===== config.mk =====
export PLATFORM = sky130hd
export DESIGN_NAME = serial_link_partner_flat
export DESIGN_NICKNAME = d
export VERILOG_FILES = /design/src/rtl/serial_link_partner_if.sv /design/src/rtl/serial_link_partner.sv /design/src/flat_wrapper.sv
export SDC_FILE = /design/constraint.sdc
export NUM_CORES = 1
export LEC_CHECK = 0
export CAP_MARGIN = 20
export CORE_MARGIN = 2
export CORE_UTILIZATION = 51
export CTS_BUF_LIST = sky130_fd_sc_hd__clkbuf_2
export DETAILED_ROUTE_END_ITERATION = 7
export PLACE_DENSITY = 0.83
export SLEW_MARGIN = 20
export SYNTH_ARGS = -nofsm -noshare
export SYNTH_HDL_FRONTEND = slang
export SYNTH_SLANG_ARGS = --single-unit

===== constraint.sdc =====
create_clock -name clk -period 2.5 [get_ports clk]
set_clock_uncertainty 0.15 [all_clocks]
set_input_delay 0.75 -clock clk [delete_from_list [all_inputs] [get_ports clk]]
set_output_delay 0.75 -clock clk [all_outputs]
set_load 0.005 [all_outputs]

===== src/rtl/serial_link_partner_if.sv =====
// serial_link_partner_if: byte handshake and link-cable pins of the link partner
interface serial_link_partner_if;
    logic       mode_master;
    logic [7:0] tx_data;
    logic       tx_valid;
    logic       tx_ready;
    logic [7:0] rx_data;
    logic       rx_valid;
    logic       busy;
    logic       sck_in;
    logic       sck_out;
    logic       sck_oe;
    logic       sout_in;
    logic       sin_out;
    modport master (
        output mode_master, tx_data, tx_valid, sck_in, sout_in,
        input  tx_ready, rx_data, rx_valid, busy, sck_out, sck_oe, sin_out
    );
    modport slave (
        input  mode_master, tx_data, tx_valid, sck_in, sout_in,
        output tx_ready, rx_data, rx_valid, busy, sck_out, sck_oe, sin_out
    );
endinterface


===== src/rtl/serial_link_partner.sv =====
// serial_link_partner: far-end Game Boy on the DMG link cable, one byte exchanged per transfer
module serial_link_partner #(
    parameter int HALF_PERIOD = 256,
    parameter int SYNC_STAGES = 2
) (
    input logic clk,
    input logic rst,
    serial_link_partner_if.slave link
);
    localparam int HW = $clog2(HALF_PERIOD);
    typedef enum logic [1:0] {IDLE, ARMED, SHIFT, DONE} state_t;
    state_t                 state;
    logic [SYNC_STAGES-1:0] sck_sync, sout_sync;
    logic                   sck_prev, master;
    logic [6:0]             tx_sh, rx_sh;
    logic [3:0]             bit_cnt;
    logic [HW-1:0]          hp_cnt;
    logic                   s_rise, s_fall, hp_wrap, m_rise, m_fall, e_rise, e_fall, sample;
    assign s_rise  = sck_sync[SYNC_STAGES-1] & ~sck_prev;
    assign s_fall  = ~sck_sync[SYNC_STAGES-1] & sck_prev;
    assign hp_wrap = hp_cnt == HW'(HALF_PERIOD - 1);
    assign m_rise  = hp_wrap & ~link.sck_out;
    assign m_fall  = hp_wrap & link.sck_out;
    assign e_rise  = master ? m_rise : s_rise;
    assign e_fall  = master ? m_fall : s_fall;
    assign sample  = sout_sync[SYNC_STAGES-1];
    // pin synchronizers plus the delayed copy used for SCK edge detection
    always_ff @(posedge clk or posedge rst) begin
        if (rst) begin
            sck_sync  <= '1;
            sout_sync <= '1;
            sck_prev  <= 1'b1;
        end else begin
            sck_sync  <= {sck_sync[SYNC_STAGES-2:0], link.sck_in};
            sout_sync <= {sout_sync[SYNC_STAGES-2:0], link.sout_in};
            sck_prev  <= sck_sync[SYNC_STAGES-1];
        end
    end
    // transfer FSM: own SCK generation in master mode, MSB-first shift on the selected SCK
    always_ff @(posedge clk or posedge rst) begin
        if (rst) begin
            state         <= IDLE;
            master        <= 1'b0;
            tx_sh         <= '1;
            rx_sh         <= '0;
            bit_cnt       <= '0;
            hp_cnt        <= '0;
            link.sin_out  <= 1'b1;
            link.sck_out  <= 1'b1;
            link.sck_oe   <= 1'b0;
            link.tx_ready <= 1'b1;
            link.rx_valid <= 1'b0;
            link.rx_data  <= 8'h00;
            link.busy     <= 1'b0;
        end else begin
            link.rx_valid <= 1'b0;
            case (state)
                IDLE: begin
                    if (link.tx_valid) begin
                        tx_sh         <= link.tx_data[6:0];
                        rx_sh         <= '0;
                        bit_cnt       <= '0;
                        master        <= link.mode_master;
                        link.sin_out  <= link.tx_data[7];
                        link.tx_ready <= 1'b0;
                        link.busy     <= 1'b1;
                        state         <= ARMED;
                    end else if (!link.mode_master && s_fall) begin
                        tx_sh         <= '1;
                        rx_sh         <= '0;
                        bit_cnt       <= '0;
                        master        <= 1'b0;
                        link.sin_out  <= 1'b1;
                        link.tx_ready <= 1'b0;
                        link.busy     <= 1'b1;
                        state         <= SHIFT;
                    end
                end
                ARMED: begin
                    if (master) begin
                        hp_cnt      <= '0;
                        link.sck_oe <= 1'b1;
                        state       <= SHIFT;
                    end else if (s_fall) begin
                        state <= SHIFT;
                    end
                end
                SHIFT: begin
                    if (master) hp_cnt <= hp_wrap ? '0 : hp_cnt + 1'b1;
                    if (master && hp_wrap) link.sck_out <= ~link.sck_out;
                    if (e_rise) begin
                        rx_sh   <= {rx_sh[5:0], sample};
                        bit_cnt <= bit_cnt + 1'b1;
                        if (bit_cnt == 4'd7) begin
                            link.rx_data  <= {rx_sh, sample};
                            link.rx_valid <= 1'b1;
                            link.sin_out  <= 1'b1;
                            link.sck_out  <= 1'b1;
                            link.sck_oe   <= 1'b0;
                            link.busy     <= 1'b0;
                            hp_cnt        <= '0;
                            bit_cnt       <= '0;
                            state         <= DONE;
                        end
                    end else if (e_fall && bit_cnt != 4'd0) begin
                        tx_sh        <= {tx_sh[5:0], 1'b1};
                        link.sin_out <= tx_sh[6];
                    end
                end
                DONE: begin
                    link.tx_ready <= 1'b1;
                    state         <= IDLE;
                end
            endcase
        end
    end
endmodule


===== src/flat_wrapper.sv =====
// flat-port wrapper written by rule: the top's interface ports become plain ports
module serial_link_partner_flat 
#(
    parameter int HALF_PERIOD = 256,
    parameter int SYNC_STAGES = 2
)
  (clk, rst, link_mode_master, link_tx_data, link_tx_valid, link_sck_in, link_sout_in, link_tx_ready, link_rx_data, link_rx_valid, link_busy, link_sck_out, link_sck_oe, link_sin_out);
  serial_link_partner_if link_i ();
  input logic clk;
  input logic rst;
  input wire logic [$bits(link_i.mode_master)-1:0] link_mode_master;
  input wire logic [$bits(link_i.tx_data)-1:0] link_tx_data;
  input wire logic [$bits(link_i.tx_valid)-1:0] link_tx_valid;
  input wire logic [$bits(link_i.sck_in)-1:0] link_sck_in;
  input wire logic [$bits(link_i.sout_in)-1:0] link_sout_in;
  output wire logic [$bits(link_i.tx_ready)-1:0] link_tx_ready;
  output wire logic [$bits(link_i.rx_data)-1:0] link_rx_data;
  output wire logic [$bits(link_i.rx_valid)-1:0] link_rx_valid;
  output wire logic [$bits(link_i.busy)-1:0] link_busy;
  output wire logic [$bits(link_i.sck_out)-1:0] link_sck_out;
  output wire logic [$bits(link_i.sck_oe)-1:0] link_sck_oe;
  output wire logic [$bits(link_i.sin_out)-1:0] link_sin_out;
  assign link_i.mode_master = link_mode_master;
  assign link_i.tx_data = link_tx_data;
  assign link_i.tx_valid = link_tx_valid;
  assign link_i.sck_in = link_sck_in;
  assign link_i.sout_in = link_sout_in;
  assign link_tx_ready = link_i.tx_ready;
  assign link_rx_data = link_i.rx_data;
  assign link_rx_valid = link_i.rx_valid;
  assign link_busy = link_i.busy;
  assign link_sck_out = link_i.sck_out;
  assign link_sck_oe = link_i.sck_oe;
  assign link_sin_out = link_i.sin_out;
  serial_link_partner #(.HALF_PERIOD(HALF_PERIOD), .SYNC_STAGES(SYNC_STAGES)) u_core (.clk(clk), .rst(rst), .link(link_i));
endmodule

# Word-level counts from Yosys, hierarchy flattened
# Index checks and enable logic that the tools add are counted.
# totals
rom_bits,0
word_cells,110
latchBits,0
input_bits,14
ramBits,0
reg_bits,48
output_inout_bits,14
memories,0
# classes
bitwise_logic,7
div_mod_pow,0
n_mul,0
shifts,0
magnitude_cmp,0
eq_ne,14
muxes,51
reduce_logical,20
add_sub_neg,2
# op_table
operator,n
7-bit two-way mux,7
8-bit two-way mux,5
7-bit one-hot mux with 2 select lines,2
1-bit two-way mux,20
4-bit AND reduction,5
4-bit two-way mux,4
8-bit one-hot mux with 2 select lines,1
2-bit two-way mux,6
8-bit by 1-bit adder with 8-bit output (second input constant),1
8-bit equality test (second input constant),1
2-bit by 1-bit != test with 1-bit output (second input constant),4
1-bit one-hot mux with 2 select lines,4
2-bit one-hot mux with 4 select lines,1
4-bit one-hot mux with 2 select lines,1
2-bit nonzero test,4
3-bit by 1-bit != test with 1-bit output (second input constant),2
2-bit AND reduction,3
3-bit AND reduction,2
4-bit by 1-bit adder with 4-bit output (second input constant),1
1-bit AND,4
2-bit equality test (second input constant),2
4-bit by 3-bit equality test with 1-bit output (second input constant),1
4-bit nonzero test,1
1-bit logical AND,3
7 further kinds,9

# Logic depth before layout (Yosys ltp)
# depth
word_depth,7
depth_mapped,8

# Least setup slack after synthesis
# OpenSTA, ideal clock, no wires.
# synth_timing
kind,in2reg
from,input port link_mode_master
to,register u_core.bit_cnt[0]
setup_slack_ns,0.230
setup_ns,0.066
t_arrival_ns,2.054
n_path_buf,0
cell_stages,5
path_cell_list,or3b_2 -> o2bb2ai_1 -> or4_1 -> o21ai_1 -> a22o_1
# synth_between
elab_chain_len,4
# synth_rtl
item,line,source
from (decl),flat_wrapper.sv:11,input wire logic [$bits(link_i.mode_master)-1:0] link_mode_master;
1-bit zero test,serial_link_partner.sv:68,end else if (!link.mode_master && s_fall) begin
1-bit logical AND,serial_link_partner.sv:68,
3-bit by 2-bit != test with 1-bit output (no source line),-,
3-bit AND reduction (no source line),-,
to (signal assigned),serial_link_partner.sv:93,bit_cnt <= bit_cnt + 1'b1;
to (decl),serial_link_partner.sv:16,logic [3:0] bit_cnt;
# No other way between the ends.
# A chain may end at the register's enable or synchronous reset.

# Final worst setup path
# layout_timing
from,register u_core.link.sin_out
to,output port link_sin_out
# layout_rtl
item,line,source
from (decl),serial_link_partner_if.sv:21,"output tx_ready, rx_data, rx_valid, busy, sck_out, sck_oe, sin_out"
from (signal assigned),serial_link_partner.sv:64,link.sin_out <= link.tx_data[7];
from (signal assigned),serial_link_partner.sv:107,link.sin_out <= tx_sh[6];
to (decl),flat_wrapper.sv:22,output wire logic [$bits(link_i.sin_out)-1:0] link_sin_out;
# No word-level cell between the ends.

==> metrics.txt <==
# TYPE chip_impl_metric gauge
chip_impl_info{name="end_kind",value="primary output"} 1
chip_impl_metric{name="syn_avg_cell_area",unit="sq um"} 10.8
chip_impl_metric{name="power.density",unit="nW/um^2"} 973
chip_impl_metric{name="slowest_stage_delay_cp",unit="ps"} 580
chip_impl_metric{name="synth.cell_area",unit="sq um"} 2300
chip_impl_metric{name="timing_hold_violations_final",unit=""} 0
chip_impl_metric{name="drtAntennaViolNets",unit=""} 0
chip_impl_metric{name="place.gp.congestion",unit=""} 0.816
chip_impl_info{name="slowest_stage",value="sky130_fd_sc_hd__dfstp_2"} 1
chip_impl_metric{name="io_pins",unit=""} 28
chip_impl_metric{name="wl",unit="mm"} 4.63
chip_impl_metric{name="final_layout_size_suffix_gt1_share",unit="%"} 21.9
chip_impl_info{name="rsz0062_at_grt",value="false"} 1
chip_impl_metric{name="final.setup.worst_slack",unit="ps"} 85.5
chip_impl_metric{name="ys_seq_area_share",unit="%"} 53.1
chip_impl_metric{name="grt_start_max_net_pins",unit=""} 30
chip_impl_metric{name="dp_hpwl",unit="mm"} 3.44
chip_impl_metric{name="h-tree-depth",unit=""} 2
chip_impl_metric{name="initialDrtViolationCount",unit=""} 166
chip_impl_metric{name="maxClockFrequency",unit="MHz"} 414
chip_impl_metric{name="final.fill_count",unit=""} 332
chip_impl_metric{name="design_area",unit="sq um"} 2820
chip_impl_metric{name="port_buffers",unit=""} 27
chip_impl_metric{name="cp.buffers_inverters",unit=""} 1
chip_impl_metric{name="areaGrowthSynthToFinish",unit="%"} 22.8
chip_impl_metric{name="vdd.ir_drop.worst",unit="mV"} 0.612
chip_impl_metric{name="clock_insertion_delay_worst_skew",unit="ps"} 440
chip_impl_info{name="timing.critical_path.cells",value="clkdlybuf4s50_1"} 1
chip_impl_metric{name="multi_input_area",unit="sq um"} 1010
chip_impl_metric{name="max_slew_margin",unit="%"} 71.9
chip_impl_metric{name="totalNegativeSetupSlack",unit="ps"} 0
chip_impl_metric{name="row_count",unit=""} 24
chip_impl_info{name="synth_area_leaders",value="sky130_fd_sc_hd__dfrtp_1 (36%), sky130_fd_sc_hd__dfstp_2 (17%), sky130_fd_sc_hd__mux2_2 (4.4%)"} 1
chip_impl_metric{name="timing.final.setup_violations",unit=""} 0
chip_impl_metric{name="synth-async-reset-ratio",unit="%"} 100
chip_impl_metric{name="clockBufferDepth",unit=""} 2
chip_impl_metric{name="via_count_of_the_first_global_routing_pass",unit=""} 1847
chip_impl_info{name="post-synth-top-count-cell",value="sky130_fd_sc_hd__dfrtp_1"} 1
chip_impl_info{name="clk_root_buffer_cell",value="sky130_fd_sc_hd__clkbuf_2"} 1
chip_impl_metric{name="total_power",unit="W"} 0.00275
chip_impl_metric{name="resized_gates_after_cts",unit=""} 0
chip_impl_metric{name="reg2reg_setup_slack",unit="ps"} 240
chip_impl_metric{name="vias_per_cell",unit=""} 5.81
chip_impl_metric{name="antenna_found_initial",unit=""} 0
chip_impl_metric{name="drc",unit=""} 0
chip_impl_metric{name="syn_inst",unit=""} 213
chip_impl_metric{name="ys.warnings.count",unit=""} 0
chip_impl_metric{name="final_max_slew_viol_count",unit=""} 0
chip_impl_info{name="top_ff_cell_synth",value="sky130_fd_sc_hd__dfrtp_1"} 1
chip_impl_info{name="synth.top_cells.by_count",value="sky130_fd_sc_hd__dfrtp_1 (33), sky130_fd_sc_hd__nand2_1 (19), sky130_fd_sc_hd__o21ai_0 (16)"} 1
chip_impl_info{name="worst_hold_path_type",value="reg2reg"} 1
chip_impl_metric{name="synthDominantCellAreaShare",unit="%"} 35.9
chip_impl_metric{name="wl_per_cell",unit="um"} 15.0
chip_impl_metric{name="cts_post_setup_buffers_inserted",unit=""} 0
chip_impl_info{name="critPathLaunchType",value="flop"} 1
chip_impl_metric{name="cts_made_buffers",unit=""} 5
chip_impl_metric{name="grt.total_usage",unit="%"} 20.6
chip_impl_metric{name="detailroute.via_count",unit=""} 1791
chip_impl_metric{name="ys_seq_elements",unit=""} 48
chip_impl_info{name="netlist.top_cell.by_area",value="sky130_fd_sc_hd__dfrtp_1"} 1
chip_impl_metric{name="start_util",unit="%"} 52.8
chip_impl_metric{name="fin_hold_ws",unit="ps"} 223
chip_impl_metric{name="grt_pass1_wl",unit="mm"} 8.16
chip_impl_metric{name="postCtsHoldBufs",unit=""} 0
chip_impl_info{name="worst_path_dominant_cell_family",value="flip-flops"} 1
chip_impl_metric{name="core-area",unit="sq um"} 4350
chip_impl_metric{name="mappedNetlistNets",unit=""} 235
chip_impl_metric{name="dieWidth",unit="um"} 71.1
chip_impl_metric{name="cp_data_required_time",unit="ps"} 1600
chip_impl_metric{name="globalRoute.totalOverflow",unit=""} 0
chip_impl_metric{name="drt_pass1_iterations",unit=""} 4
chip_impl_metric{name="preCtsSetupSlack",unit="ps"} -291
chip_impl_metric{name="drv.max_cap_violation_count",unit=""} 0
chip_impl_metric{name="nNetsFinal",unit=""} 277
chip_impl_metric{name="slew_at_the_pin_closest_to_its_max_slew_limit",unit="ps"} 422
chip_impl_metric{name="p_leak",unit="nW"} 1.27
chip_impl_metric{name="path_clk_slew",unit="ps"} 240
chip_impl_metric{name="fin_crit_sh",unit="%"} 96.6
chip_impl_metric{name="cts.sinks",unit=""} 48
chip_impl_metric{name="final_period_minus_worst_setup_slack",unit="ps"} 2410
chip_impl_metric{name="final-seq-area",unit="sq um"} 1220
chip_impl_metric{name="die_area",unit="sq um"} 5060
chip_impl_info{name="criticalPathCategory",value="reg2out"} 1
chip_impl_metric{name="die_outline_height",unit="um"} 71.1
chip_impl_metric{name="critPathArrivalTime",unit="ps"} 1510
chip_impl_metric{name="placed_cell_area",unit="sq um"} 2720
chip_impl_info{name="outcome",value="finished, final reports clean"} 1
chip_impl_metric{name="critical_path.max_fanout",unit=""} 2
chip_impl_info{name="tritoncts",value="done"} 1
chip_impl_metric{name="antenna_cells_inserted",unit=""} 0
chip_impl_metric{name="number_of_distinct_library_cells_after_synthesis",unit=""} 48
chip_impl_metric{name="synth-edff-count",unit=""} 0
[layer usage]
| layer | vias to the layer above | GRT usage (%) | part of all wire, % |
|---|---|---|---|
| li1 | 869 | - | - |
| met1 | 866 | 25.7 | 43 |
| met2 | 47 | 34.3 | 51 |
| met3 | 9 | 4.42 | 4.0 |
| met4 | 0 | 9.85 | 2.0 |
| met5 | - | 0 | 0 |
[stage by stage]
stage	util (%)	instances
after CTS	64.7	307
after global routing	64.8	308
after global placement	62.5	299
after detailed placement	62.5	299
after floorplan	-	213
final	64.8	308
[power breakdown]
part | internal (W) | switching, W
sequential | 0.000983 | 0.000109
combinational | 0.000487 | 0.000642
clock | 0.000273 | 0.000252
[kinds of logic (layout without fill, tap and decap cells)]
group	Yosys count	in the layout	share of synthesized area, %
AND/OR/NAND/NOR	63	63	14.5
XOR/XNOR	3	3	1.14
buffers and inverters	17	60	2.78
flip-flops	48	48	53.1
AO/OA/AOI/OAI	63	63	18.8
adder cells (fa/ha/maj)	8	8	4.36
multiplexers	11	11	5.28
[flip-flops by register name, summed over array words and instances, names as in the netlist]
register and flops:
u_core.state 2, u_core.sck_sync 2, u_core.bit_cnt 4, u_core.link.sck_oe 1, u_core.link.busy 1, u_core.link.sin_out 1, u_core.link.rx_data 8, u_core.tx_sh 7
u_core.link.tx_ready 1, u_core.hp_cnt 8, u_core.rx_sh 7, u_core.link.rx_valid 1, u_core.sck_prev 1, u_core.master 1, u_core.link.sck_out 1, u_core.sout_sync 2
[placed cells by master (no fill, tap or decap), types with 2 or more instances in the layout]
cell | Yosys | final
sky130_fd_sc_hd__a21o_1 | 2 | 2
sky130_fd_sc_hd__a21oi_1 | 10 | 10
sky130_fd_sc_hd__a22o_1 | 8 | 8
sky130_fd_sc_hd__a31oi_1 | 3 | 3
sky130_fd_sc_hd__a41oi_1 | 2 | 2
sky130_fd_sc_hd__buf_4 | 0 | 13
sky130_fd_sc_hd__bufinv_16 | 0 | 2
sky130_fd_sc_hd__clkbuf_2 | 0 | 5
sky130_fd_sc_hd__clkdlybuf4s50_1 | 0 | 27
sky130_fd_sc_hd__dfrtp_1 | 33 | 33
sky130_fd_sc_hd__dfstp_2 | 15 | 15
sky130_fd_sc_hd__ha_1 | 8 | 8
sky130_fd_sc_hd__inv_1 | 11 | 10
sky130_fd_sc_hd__mux2_2 | 9 | 9
sky130_fd_sc_hd__mux2i_1 | 2 | 2
sky130_fd_sc_hd__nand2_1 | 19 | 19
sky130_fd_sc_hd__nand2b_1 | 2 | 2
sky130_fd_sc_hd__nand3_1 | 2 | 2
sky130_fd_sc_hd__nand4_1 | 4 | 4
sky130_fd_sc_hd__nor2_1 | 15 | 15
sky130_fd_sc_hd__nor2b_1 | 2 | 2
sky130_fd_sc_hd__nor3_1 | 5 | 5
sky130_fd_sc_hd__nor3b_1 | 2 | 2
sky130_fd_sc_hd__o21ai_0 | 16 | 16
sky130_fd_sc_hd__o22ai_1 | 6 | 6
sky130_fd_sc_hd__o31ai_1 | 2 | 2
sky130_fd_sc_hd__or2_2 | 2 | 2
sky130_fd_sc_hd__or3b_2 | 2 | 2
sky130_fd_sc_hd__or4_1 | 2 | 2
sky130_fd_sc_hd__xnor2_1 | 2 | 2
[path summary, 6_finish.rpt]
kind | startpoint | cells past startpoint | end
max in group asynchronous | rst | 3 | u_core.link.sck_out
max | u_core.link.sin_out | 1 | link_sin_out
min | u_core.sck_sync[0] | 0 | u_core.sck_sync[1]
min in group asynchronous | rst | 2 | u_core.rx_sh[1]
max reg2reg | u_core.sck_sync[1] | 5 | u_core.bit_cnt[0]
min reg2reg | u_core.sck_sync[0] | 0 | u_core.sck_sync[1]
[final cells by class]
type | count | area share (%)
clock buffers | 5 | 0.887
clock inverters | 3 | 2.44
inverters | 11 | 1.46
multi-input cells | 148 | 35.9
flip-flops and latches | 48 | 43.2
well taps | 52 | 2.30
repair buffers | 41 | 13.7
(Power assumes the default switching activity.)
